`src/rtl/tl_finish_router.sv`:
```
// ---------------------------------------------------------------------------
// tl_finish_router
//
// Purpose:
//   Fans one merged network stream (header src/dst + payload manager_xact_id)
//   out to four destination ports, selected by io_in_bits_header_dst. Each
//   destination has its own small FIFO, so a stalled destination only blocks
//   beats addressed to itself; beats to the other destinations keep flowing.
//   This is the fan-out counterpart of the 4:1 locking round-robin arbiter
//   that merges the same stream.
//
// Parameters:
//   DEPTH  entries per destination FIFO (power of two, >= 2)
//   XID_W  width of payload_manager_xact_id
//
// Ports:
//   clk, reset                            clock; asynchronous active-high reset
//   io_in_valid / io_in_ready             input handshake (ready = FIFO[dst] not full)
//   io_in_bits_header_src/dst             2-bit source id / destination select
//   io_in_bits_payload_manager_xact_id    XID_W transaction id
//   io_out_N_valid / io_out_N_ready       per-destination handshake, N = 0..3
//   io_out_N_bits_*                       head entry of FIFO N
//   io_stat_N_count                       8-bit saturating dequeue counters
//                                         (only when TL_ROUTER_STATS_EN is defined)
//
// Configuration:
//   TL_ROUTER_STATS_EN  define to add the per-destination dequeue counters.
//                       Routing behaviour is the same with or without it.
//
// Timing notes:
//   A beat accepted in cycle T is visible at its output no earlier than T+1;
//   there is no bypass from input to output. A full FIFO refuses input even
//   when it is being drained in the same cycle, which keeps io_in_ready a
//   function of registered state and dst only (no path from io_out_N_ready).
// ---------------------------------------------------------------------------
module tl_finish_router #(
  parameter int DEPTH = 2,
  parameter int XID_W = 2
) (
  input  logic             clk,
  input  logic             reset,

  output logic             io_in_ready,
  input  logic             io_in_valid,
  input  logic [1:0]       io_in_bits_header_src,
  input  logic [1:0]       io_in_bits_header_dst,
  input  logic [XID_W-1:0] io_in_bits_payload_manager_xact_id,

  input  logic             io_out_0_ready,
  output logic             io_out_0_valid,
  output logic [1:0]       io_out_0_bits_header_src,
  output logic [1:0]       io_out_0_bits_header_dst,
  output logic [XID_W-1:0] io_out_0_bits_payload_manager_xact_id,

  input  logic             io_out_1_ready,
  output logic             io_out_1_valid,
  output logic [1:0]       io_out_1_bits_header_src,
  output logic [1:0]       io_out_1_bits_header_dst,
  output logic [XID_W-1:0] io_out_1_bits_payload_manager_xact_id,

  input  logic             io_out_2_ready,
  output logic             io_out_2_valid,
  output logic [1:0]       io_out_2_bits_header_src,
  output logic [1:0]       io_out_2_bits_header_dst,
  output logic [XID_W-1:0] io_out_2_bits_payload_manager_xact_id,

  input  logic             io_out_3_ready,
  output logic             io_out_3_valid,
  output logic [1:0]       io_out_3_bits_header_src,
  output logic [1:0]       io_out_3_bits_header_dst,
  output logic [XID_W-1:0] io_out_3_bits_payload_manager_xact_id
`ifdef TL_ROUTER_STATS_EN
  ,
  output logic [7:0]       io_stat_0_count,
  output logic [7:0]       io_stat_1_count,
  output logic [7:0]       io_stat_2_count,
  output logic [7:0]       io_stat_3_count
`endif
);

  localparam int PTR_W = (DEPTH > 1) ? $clog2(DEPTH) : 1;
  localparam int CNT_W = PTR_W + 1;
  // Stored entry layout: {src[1:0], dst[1:0], xid[XID_W-1:0]}
  localparam int ENT_W = 4 + XID_W;

  localparam logic [CNT_W-1:0] FULL_CNT = CNT_W'(DEPTH);
  localparam logic [PTR_W-1:0] LAST_PTR = PTR_W'(DEPTH - 1);

  logic [ENT_W-1:0]      in_entry;
  logic [3:0]            out_ready;
  logic [3:0]            out_valid;
  logic [3:0]            fifo_full;
  logic [3:0]            enq;
  logic [3:0]            deq;
  logic [3:0][ENT_W-1:0] head;

  assign in_entry  = {io_in_bits_header_src, io_in_bits_header_dst,
                      io_in_bits_payload_manager_xact_id};
  assign out_ready = {io_out_3_ready, io_out_2_ready, io_out_1_ready, io_out_0_ready};

  // Ready is looked up by the offered dst, independent of io_in_valid, so an
  // upstream arbiter can see back-pressure before committing to a beat.
  assign io_in_ready = ~fifo_full[io_in_bits_header_dst];

  // -------------------------------------------------------------------------
  // One FIFO per destination
  // -------------------------------------------------------------------------
  for (genvar gi = 0; gi < 4; gi++) begin : g_fifo
    logic [PTR_W-1:0] wptr_q, wptr_d;
    logic [PTR_W-1:0] rptr_q, rptr_d;
    logic [CNT_W-1:0] count_q, count_d;
    // Payload storage; deliberately not reset, only the pointers/counts are.
    logic [ENT_W-1:0] mem_q [DEPTH];

    assign fifo_full[gi] = (count_q == FULL_CNT);
    assign out_valid[gi] = (count_q != '0);
    assign enq[gi]       = io_in_valid & io_in_ready & (io_in_bits_header_dst == 2'(gi));
    assign deq[gi]       = out_valid[gi] & out_ready[gi];

    always_comb begin
      wptr_d  = wptr_q;
      rptr_d  = rptr_q;
      count_d = count_q;

      if (enq[gi]) begin
        wptr_d = (wptr_q == LAST_PTR) ? '0 : wptr_q + 1'b1;
      end
      if (deq[gi]) begin
        rptr_d = (rptr_q == LAST_PTR) ? '0 : rptr_q + 1'b1;
      end

      // Simultaneous enqueue and dequeue leaves the occupancy unchanged.
      unique case ({enq[gi], deq[gi]})
        2'b10:   count_d = count_q + 1'b1;
        2'b01:   count_d = count_q - 1'b1;
        default: count_d = count_q;
      endcase
    end

    always_ff @(posedge clk or posedge reset) begin
      if (reset) begin
        wptr_q  <= '0;
        rptr_q  <= '0;
        count_q <= '0;
      end else begin
        wptr_q  <= wptr_d;
        rptr_q  <= rptr_d;
        count_q <= count_d;
      end
    end

    always_ff @(posedge clk) begin
      if (enq[gi]) begin
        mem_q[wptr_q] <= in_entry;
      end
    end

    // Head entry is read straight from storage; meaningless while empty.
    assign head[gi] = mem_q[rptr_q];
  end

  // -------------------------------------------------------------------------
  // Output port mapping
  // -------------------------------------------------------------------------
  assign io_out_0_valid                        = out_valid[0];
  assign io_out_0_bits_header_src              = head[0][ENT_W-1 -: 2];
  assign io_out_0_bits_header_dst              = head[0][ENT_W-3 -: 2];
  assign io_out_0_bits_payload_manager_xact_id = head[0][XID_W-1:0];

  assign io_out_1_valid                        = out_valid[1];
  assign io_out_1_bits_header_src              = head[1][ENT_W-1 -: 2];
  assign io_out_1_bits_header_dst              = head[1][ENT_W-3 -: 2];
  assign io_out_1_bits_payload_manager_xact_id = head[1][XID_W-1:0];

  assign io_out_2_valid                        = out_valid[2];
  assign io_out_2_bits_header_src              = head[2][ENT_W-1 -: 2];
  assign io_out_2_bits_header_dst              = head[2][ENT_W-3 -: 2];
  assign io_out_2_bits_payload_manager_xact_id = head[2][XID_W-1:0];

  assign io_out_3_valid                        = out_valid[3];
  assign io_out_3_bits_header_src              = head[3][ENT_W-1 -: 2];
  assign io_out_3_bits_header_dst              = head[3][ENT_W-3 -: 2];
  assign io_out_3_bits_payload_manager_xact_id = head[3][XID_W-1:0];

`ifdef TL_ROUTER_STATS_EN
  // -------------------------------------------------------------------------
  // Per-destination dequeue counters, saturating at 8'hFF
  // -------------------------------------------------------------------------
  logic [3:0][7:0] stat_count;

  for (genvar gi = 0; gi < 4; gi++) begin : g_stat
    logic [7:0] stat_q, stat_d;

    always_comb begin
      stat_d = stat_q;
      if (deq[gi] && (stat_q != 8'hFF)) begin
        stat_d = stat_q + 8'd1;
      end
    end

    always_ff @(posedge clk or posedge reset) begin
      if (reset) begin
        stat_q <= '0;
      end else begin
        stat_q <= stat_d;
      end
    end

    assign stat_count[gi] = stat_q;
  end

  assign io_stat_0_count = stat_count[0];
  assign io_stat_1_count = stat_count[1];
  assign io_stat_2_count = stat_count[2];
  assign io_stat_3_count = stat_count[3];
`endif

endmodule
```
`config.mk`:
```
export PLATFORM = sky130hd
export DESIGN_NAME = tl_finish_router
export DESIGN_NICKNAME = d
export VERILOG_FILES = /design/src/rtl/tl_finish_router.sv
export SDC_FILE = /design/constraint.sdc
export NUM_CORES = 1
export LEC_CHECK = 0
export BUFFER_PORTS_ARGS = -buffer_cell sky130_fd_sc_hd__buf_2
export CAP_MARGIN = 10
export CORE_MARGIN = 1.5
export CORE_UTILIZATION = 60
export CTS_BUF_LIST = sky130_fd_sc_hd__clkbuf_8
export CTS_CLUSTER_SIZE = 40
export DETAILED_ROUTE_END_ITERATION = 8
export PLACE_DENSITY = 0.86
export SLEW_MARGIN = 20
export SYNTH_ARGS = -nofsm -noshare
export SYNTH_HDL_FRONTEND = slang
export SYNTH_SLANG_ARGS = --single-unit
```
`constraint.sdc`:
```
create_clock -name clk -period 4.5 [get_ports clk]
set_input_delay 0.9 -clock clk [delete_from_list [all_inputs] [get_ports clk]]
set_output_delay 0.9 -clock clk [all_outputs]
set_load 0.01 [all_outputs]
```
---- Word level (Yosys, flattened, before mapping) ----
Memory sizes are Yosys's and may differ from the RTL's.
Index checks and enable logic that the tools add are counted.
word-level totals
  register bits ........................... 16
  memory bits (writable) .................. 48
  output and inout bits ................... 29
  memories kept ........................... 4
memories
  memory           words  bits a word  read ports  clocked after memory_dff  write ports  RTL line  text
  g_fifo[0].mem_q  2      6            1           0                         1            113       logic [ENT_W-1:0] mem_q [DEPTH];
  g_fifo[1].mem_q  2      6            1           0                         1            113
  g_fifo[2].mem_q  2      6            1           0                         1            113
  g_fifo[3].mem_q  2      6            1           0                         1            113
operators by class
  add/subtract/negate cells ............... 16
  magnitude comparators ................... 1
  equality and inequality tests ........... 15
  mux-type cells .......................... 22
  bitwise operators ....................... 10
  reductions and logical operators ........ 9
operator list
  cell                                                                  count
  2-bit == test, second input constant                                  10
  1-bit two-way mux                                                     17
  2-bit one-hot mux with 2 select lines                                 4
  2-bit nonzero test                                                    8
  2-bit by 1-bit == test with 1-bit output, second input constant       5
  1-bit bitwise AND                                                     9
  1-bit adder, second input constant                                    8
  2-bit by 1-bit adder with 2-bit output, second input constant         4
  2-bit by 1-bit subtractor with 2-bit output, second input constant    4
  2-bit by 3-bit < comparator with 1-bit output, second input constant  1
  1-bit binary-select mux with 2-bit select                             1
  2-bit logical NOT                                                     1
  1-bit NOT                                                             1

---- Longest topological paths before layout ----
Gate-level depths: netlist (run 1).
  depth after elaboration ................. 8
  gate-level depth with buffers ........... 6
  gate-level depth less buffers ........... 6

---- Worst setup path before layout (run 1) ----
OpenSTA, ideal clock, no wires.
  path kind ............................... input to output
  start point ............................. in io_in_bits_header_dst[0]
  end point ............................... out io_in_ready
  arrival time ............................ 1406 ps
  required time ........................... 3600 ps
  slack ................................... 2194 ps
  stages on the path ...................... 1
  cell sequence ........................... mux4_2
between the ends
  cells in the longest elaborated chain, start to end .. 3
RTL lines
  what                                       RTL line  text
  from (decl)                                46        input logic [1:0] io_in_bits_header_dst,
  1-bit binary-select mux with 2-bit select  103       assign io_in_ready = ~fifo_full[io_in_bits_header_dst];
  1-bit two-way mux (implied by the code)    103
  1-bit NOT                                  103
  to (decl)                                  43        output logic io_in_ready,
No other way between the ends. The select of a mux whose other input is x is not followed.

---- Worst setup path in the final report (run 1) ----
Same ends and word-level chain as after synthesis.

==> impl_metrics.py, run 1 <==
metrics = {
    "clock_network": {
        "postCtsSetupRepairBufs": 0,
        "clk_latency_ns": 0.33,
        "cts_resized": 0,
        "root_buffer": "clkbuf_8",
        "clock_path_buffers": 2,
        "clk_pin_slew_worst_paths_ns": 0.06,
        "cts_made_buffers": 9,
        "cts.hold.buffers_added": 0,
        "htree_levels": 3,
        "cts_num_sinks": 64,
        "clock_tree_from_tritoncts": "done",
    },
    "logic_synthesis": {
        "most_frequently_used_flop_master_after_synthesis": "edfxtp_1",
        "synthesized_flop_and_latch_total": 64,
        "number_of_enable_flip_flop_cells_after_synthesis": 48,
        "synthesized_net_count": 167,
        "synth_warnings": 0,
        "netlist-cell-type-count": 20,
        "yosys.area_share.simple_pct": 7.312,
        "netlist_area_um2": 2584,
        "yosysSeqAreaShare_pct": 71.28,
        "postSynthCellCount": 150,
        "synthMuxAreaShare_pct": 11.33,
        "post_synth.cell_area_avg_um2": 17.22,
        "synth_xor_xnor_area_share_pct": 6.780,
        "synth-async-reset-ratio_pct": 25.00,
        "synth-compound-area-share_pct": 0,
        "largest_family_of_logic_cells_by_synthesized_area": "multiplexers",
        "synthesized_area_fraction_occupied_by_adder_cells_pct": 1.937,
    },
    "sta": {
        "report.final.setup_viol": 0,
        "report.final.hold_viol_count": 0,
        "achievable-frequency_mhz": 369.0,
        "slew_headroom_pct": 56.50,
        "finalMaxSlewViolations": 0,
        "layout_worst_path_cycle_share_pct": 60.22,
        "grt_setup_unrepaired": "false",
        "fin_tns_setup_ns": 0,
        "tightest_slew_ns": 0.6518,
        "hold_ws_ns": 0.4883,
        "min_period_ns": 2.710,
        "timing.clock.skew_ns": 0.007679,
    },
    "cells_and_area": {
        "commonest_non_fill_non_tap_cell_in_the_layout": "edfxtp_1",
        "final_net_count": 215,
        "post_route_cells_drive_above_1_share_pct": 43.35,
        "flow.area_growth_from_synthesis_pct": 17.53,
        "layout.filler_cells": 241,
        "antennaDiodeCount": 0,
        "commonest_cells_after_routing_fill_and_taps_aside": "edfxtp_1 (48), buf_2 (41), mux2_2 (24), dfrtp_1 (16), xnor2_1 (12)",
    },
    "global_routing": {
        "use_met3_pct": 6.331,
        "grt_antenna_before_repair": 0,
        "grt_pass1_wl_mm": 6.686,
        "grt_start_max_net_pins": 17,
        "globalRoute.totalOverflow": 0,
        "grtUsageTotal_pct": 21.42,
        "met2_track_utilization_from_global_routing_pct": 34.01,
        "grt.met1_usage_pct": 26.20,
        "grt_busiest_layer": "met2",
        "via_count_of_the_first_global_routing_pass": 1373,
    },
    "routing": {
        "routed_via_density": 5.356,
        "final_antenna_net_count": 0,
        "wire_per_inst_um": 16.87,
        "routed_wl_mm": 4.269,
        "detail_route.drc_violations": 0,
        "drtIter0Drc": 89,
        "firstDrtPassIters": 4,
        "detailroute.via_count": 1355,
    },
    "place": {
        "gp_congestion": 0.7409,
        "dp_hpwl_mm": 3.046,
        "port_buffers": 41,
    },
    "power_and_ir_drop": {
        "power_leakage_uw": 0.001194,
        "worst_vdd_rail_ir_drop_mv": 0.4023,
        "power_density_nw_per_um2": 622.9,
    },
    "worst_setup_path": {
        "required_time_of_the_worst_setup_path_ns": 3.60,
        "crit_family": "multiplexers",
        "endpoint_kind": "output port",
        "cp_num_buf_inv": 2,
        "crit_chain": "buf_2 -> mux4_2 -> buf_2",
        "critical-path-top-cell-by-count": "buf_2",
        "critPathMaxStageDelay_ns": 0.52,
        "critical_path.slowest_cell": "mux4_2",
        "critical_path_arrival_ns": 1.81,
        "worstSetupStartpointType": "input pin",
        "reg2reg_setup_slack_ns": 2.82,
        "worst-setup-path-type": "in -> out",
        "critPathMaxFanout": 13,
    },
    "floorplanning": {
        "fp.dieW_um": 68.62,
        "die-area_um2": 4709,
        "die_height_um": 68.62,
        "floorplan.io_pins": 42,
        "initial_core_utilization_pct": 63.68,
        "core_area_um2": 4058,
        "placement_rows": 23,
    },
    "status": {
        "outcome": "complete, no violations",
    },
    "worst_hold_path": {
        "worst_hold_path_type": "reg -> reg",
    },
    "run": {
        "max_cap_violations": 0,
    },
}
synth_stat cells (4+ instances only):
cell	count	area, um^2
edfxtp_1	48	1441
mux2_2	24	270.3
dfrtp_1	16	400.4
xnor2_1	12	105.1
nor2_1	11	41.29
xor2_1	8	70.07
and2_4	4	35.03
buf_2	4	20.02
ha_1	4	50.05
inv_1	4	15.01
registers in the layout (all words and copies together) (netlist names):
register        flops
g_fifo.mem_q       48
g_fifo.count_q      8
g_fifo.wptr_q       4
g_fifo.rptr_q       4
final cells by class:
| class | count | area, um^2 | share of cell area [%] |
|---|---|---|---|
| Sequential cell | 64 | 1842 | 60.65 |
| Clock buffer | 9 | 123.9 | 4.079 |
| Tap cell | 50 | 62.56 | 2.060 |
| Clock inverter | 7 | 81.33 | 2.678 |
| Inverter | 4 | 15.01 | 0.4944 |
| Multi-Input combinational cell | 78 | 706.9 | 23.28 |
| Timing Repair Buffer | 41 | 205.2 | 6.757 |
cell families after synthesis:
kind of cell             Yosys count
adder cells (fa/ha/maj)            4
multiplexers                      25
flip-flops                        64
AND/OR/NAND/NOR                   29
buffers and inverters              8
XOR/XNOR                          20
metal layers:
metal / share of wire, % / vias to the layer above
met5: 0 / -
li1: - / 639
met4: 2.6 / 0
met3: 5.1 / 11
met1: 43 / 669
met2: 50 / 36
worst paths after layout:
path / end / startpoint / depth (start not counted)
max in group asynchronous: g_fifo[3].count_q[0]$_DFFE_PP0P_ / reset / 2
min: g_fifo[2].count_q[1]$_DFFE_PP0P_ / g_fifo[2].count_q[1]$_DFFE_PP0P_ / 1
min in group asynchronous: g_fifo[2].count_q[1]$_DFFE_PP0P_ / reset / 2
max reg2reg: g_fifo[2].mem_q[0][3]$_DFFE_PP_ / g_fifo[2].count_q[0]$_DFFE_PP0P_ / 3
min reg2reg: g_fifo[2].count_q[1]$_DFFE_PP0P_ / g_fifo[2].count_q[1]$_DFFE_PP0P_ / 1
max: io_in_ready / io_in_bits_header_dst[0] / 3
power breakdown:
| group | internal (uW) | switching, uW | leakage, uW |
|---|---|---|---|
| Sequential | 747 | 123 | 0.000622 |
| Combinational | 291 | 228 | 0.000455 |
| Clock | 304 | 199 | 0.000117 |
worst reg2reg max path, stage by stage (launching register included):
cell and delay, ns:
dfrtp_1 0.41, nand2b_1 0.15, nand4b_1 0.24, nor2_1 0.52
stage by stage:
step                      instances  total power (uW)  setup slack, ns  util [%]  instance area (um^2)
after floorplan                 150              1241            2.194         -                  2584
after global placement          237              1362            1.795     69.78                  2831
after detailed placement        237              1400            1.793     69.78                  2831
after CTS                       253              1905            1.792     74.84                  3037
after global routing            253              1990            1.757     74.84                  3037
final                           253              1891            1.790     74.84                  3037
(Power assumes the default switching activity.)
==> run 2, diff against run 1 <==
--- a/config.mk
+++ b/config.mk
@@ -8,11 +8,11 @@
 export BUFFER_PORTS_ARGS = -buffer_cell sky130_fd_sc_hd__buf_2
 export CAP_MARGIN = 10
 export CORE_MARGIN = 1.5
-export CORE_UTILIZATION = 60
+export CORE_UTILIZATION = 58
 export CTS_BUF_LIST = sky130_fd_sc_hd__clkbuf_8
 export CTS_CLUSTER_SIZE = 40
 export DETAILED_ROUTE_END_ITERATION = 8
-export PLACE_DENSITY = 0.86
+export PLACE_DENSITY = 0.84
 export SLEW_MARGIN = 20
 export SYNTH_ARGS = -nofsm -noshare
 export SYNTH_HDL_FRONTEND = slang
==> constraint.sdc (replaced) <==
create_clock -name clk -period 2.85 [get_ports clk]
set_input_delay 0.57 -clock clk [delete_from_list [all_inputs] [get_ports clk]]
set_output_delay 0.57 -clock clk [all_outputs]
set_load 0.01 [all_outputs]
==> run 2 against run 1 <==
Compared with the run above: register-to-register slack got worse by 1.6 ns; critical path type is now reg -> out; setup slack got worse by 1.0 ns; combinational power rose by 56%; highest routed layer unchanged; via count fell by 2.9%; clock-buffer cell count did not move; routed wire length fell by 2.3%.
==> impl_metrics.py, run 2 (synthesis results as in run 1) <==
metrics = {
    "status": {
        "outcome": "complete, no violations",
    },
    "cells_and_area": {
        "finalCoreUtilization_pct": 70.46,
        "antennaDiodeCount": 0,
        "flip_flop_count_of_the_largest_register_all_copies_and_words_added": 48,
        "final_net_count": 215,
        "commonest_non_fill_non_tap_cell_in_the_layout": "edfxtp_1",
        "largest-register": "g_fifo.mem_q",
        "flow.area_growth_from_synthesis_pct": 17.92,
        "instances_no_fill": 255,
        "post_route_cells_drive_above_1_share_pct": 43.84,
        "commonest_cells_after_routing_fill_and_taps_aside": "edfxtp_1 (48), buf_2 (41), mux2_2 (24), dfrtp_1 (16), xnor2_1 (12)",
        "biggestRegsByFlops": "g_fifo.mem_q: 48 flops, g_fifo.count_q: 8 flops",
    },
    "worst_hold_path": {
        "worst_hold_path_type": "in -> async",
    },
    "sta": {
        "fin_tns_setup_ns": 0,
        "min_period_ns": 2.105,
        "slew_headroom_pct": 60.01,
        "tightest_slew_ns": 0.5993,
        "finalMaxSlewViolations": 0,
        "achievable-frequency_mhz": 475.0,
        "report.final.hold_viol_count": 0,
        "report.final.setup_viol": 0,
        "layout_worst_path_cycle_share_pct": 73.87,
        "grt_setup_unrepaired": "false",
        "timing.clock.skew_ns": 0.005743,
    },
    "worst_setup_path": {
        "required_time_of_the_worst_setup_path_ns": 2.28,
        "worst-setup-path-type": "reg -> out",
        "critPathMaxFanout": 4,
        "endpoint_kind": "output port",
        "critical_path_arrival_ns": 1.54,
        "reg2reg_setup_slack_ns": 1.24,
        "worstSetupStartpointType": "flop",
    },
    "power_and_ir_drop": {
        "share_seq_of_total_power_pct": 45.8,
        "power_leakage_uw": 0.001189,
        "netSwitchingPower_uw": 869.1,
        "switching_share_pct": 29.04,
        "power_density_nw_per_um2": 982.3,
        "power_frac_clock_pct": 27.1,
        "comb_power_share_pct": 27.1,
        "internal-power_uw": 2124,
        "worst_vdd_rail_ir_drop_mv": 0.6174,
        "power_total_uw": 2993,
    },
    "floorplanning": {
        "placement_rows": 24,
        "die_height_um": 69.75,
        "core_area_um2": 4324,
        "fp.dieW_um": 69.75,
        "die-area_um2": 4864,
        "floorplan.io_pins": 42,
        "initial_core_utilization_pct": 59.75,
    },
    "clock_network": {
        "clk_pin_slew_worst_paths_ns": 0.07,
        "postCtsSetupRepairBufs": 0,
        "htree_levels": 3,
        "clock_tree_from_tritoncts": "done",
        "cts_resized": 0,
        "clk_latency_ns": 0.33,
        "cts_made_buffers": 9,
        "root_buffer": "clkbuf_8",
        "cts_num_sinks": 64,
        "cts.hold.buffers_added": 0,
        "clock_path_buffers": 2,
    },
    "global_routing": {
        "via_count_of_the_first_global_routing_pass": 1362,
        "globalRoute.totalOverflow": 0,
        "grt_pass1_wl_mm": 6.672,
        "grt_antenna_before_repair": 0,
        "grt_start_max_net_pins": 17,
        "grtUsageTotal_pct": 18.80,
    },
    "place": {
        "port_buffers": 41,
        "place_inst": 239,
        "dp_hpwl_mm": 2.934,
        "gp_congestion": 0.7517,
    },
    "run": {
        "max_cap_violations": 0,
    },
    "routing": {
        "routed_via_density": 5.161,
        "wire_per_inst_um": 16.36,
        "routed_wl_mm": 4.172,
        "detailroute.via_count": 1316,
        "detail_route.drc_violations": 0,
        "final_antenna_net_count": 0,
        "drtIter0Drc": 75,
        "firstDrtPassIters": 4,
    },
}
[run 2: changes by cell type in the layout (fill, tap and decap cells not counted)]
cell / before / now
clkinv_2: 2 / 1
clkinv_4: 0 / 1
clkinvlp_4: 0 / 1
inv_1: 7 / 6
[run 2: metrics by stage]
step	cell area (um^2)	hold WS, ns	worst slack [ns]
after floorplan	2584	0.4566	1.204
after global placement	2834	0.4721	0.7836
after detailed placement	2834	0.4770	0.7692
after CTS	3047	0.3142	0.7255
after global routing	3047	0.3473	0.6826
final	3047	0.3028	0.7448
[run 2: power groups by stage]
stage / Sequential, uW / Clock [uW] / Combinational (uW)
floorplan: 1290 / 0 / 674
global placement: 1370 / 0 / 787
detailed placement: 1390 / 0 / 814
CTS: 1370 / 826 / 827
global route: 1400 / 858 / 885
finish: 1370 / 811 / 811
[run 2: worst max-delay path: stages (launching register included)]
cell and delay, ns:
dfrtp_1 0.43, nand2b_4 0.16, mux4_2 0.47, buf_2 0.15
[run 2: routing by layer]
layer | vias up | wire, um | global-route usage (%)
met5 | - | 0 | 0
met4 | 0 | 102 | 10.90
met3 | 9 | 171 | 4.651
met2 | 35 | 2147 | 31.20
met1 | 641 | 1750 | 22.38
li1 | 631 | - | -
[run 2: final timing paths]
check,start,cells past startpoint,to
hold / removal,reset,2,g_fifo[2].wptr_q$_DFFE_PP0N_
min in group clk,g_fifo[2].count_q[1]$_DFFE_PP0P_,1,g_fifo[2].count_q[1]$_DFFE_PP0P_
setup reg to reg,g_fifo[1].count_q[0]$_DFFE_PP0P_,3,g_fifo[1].mem_q[1][4]$_DFFE_PP_
hold reg to reg,g_fifo[2].count_q[1]$_DFFE_PP0P_,1,g_fifo[2].count_q[1]$_DFFE_PP0P_
max in group asynchronous,reset,2,g_fifo[0].rptr_q$_DFFE_PP0P_
setup / recovery,g_fifo[3].count_q[0]$_DFFE_PP0P_,3,io_in_ready
[run 2: layout make-up]
class                      count  area [um^2]
clock buffer                   9        123.9
clock inverter                 7        88.84
fill                         292         1277
inverter                       4        15.01
multi-input combinational     78        706.9
sequential                    64         1842
tap                           52        65.06
timing repair buffer          41        205.2
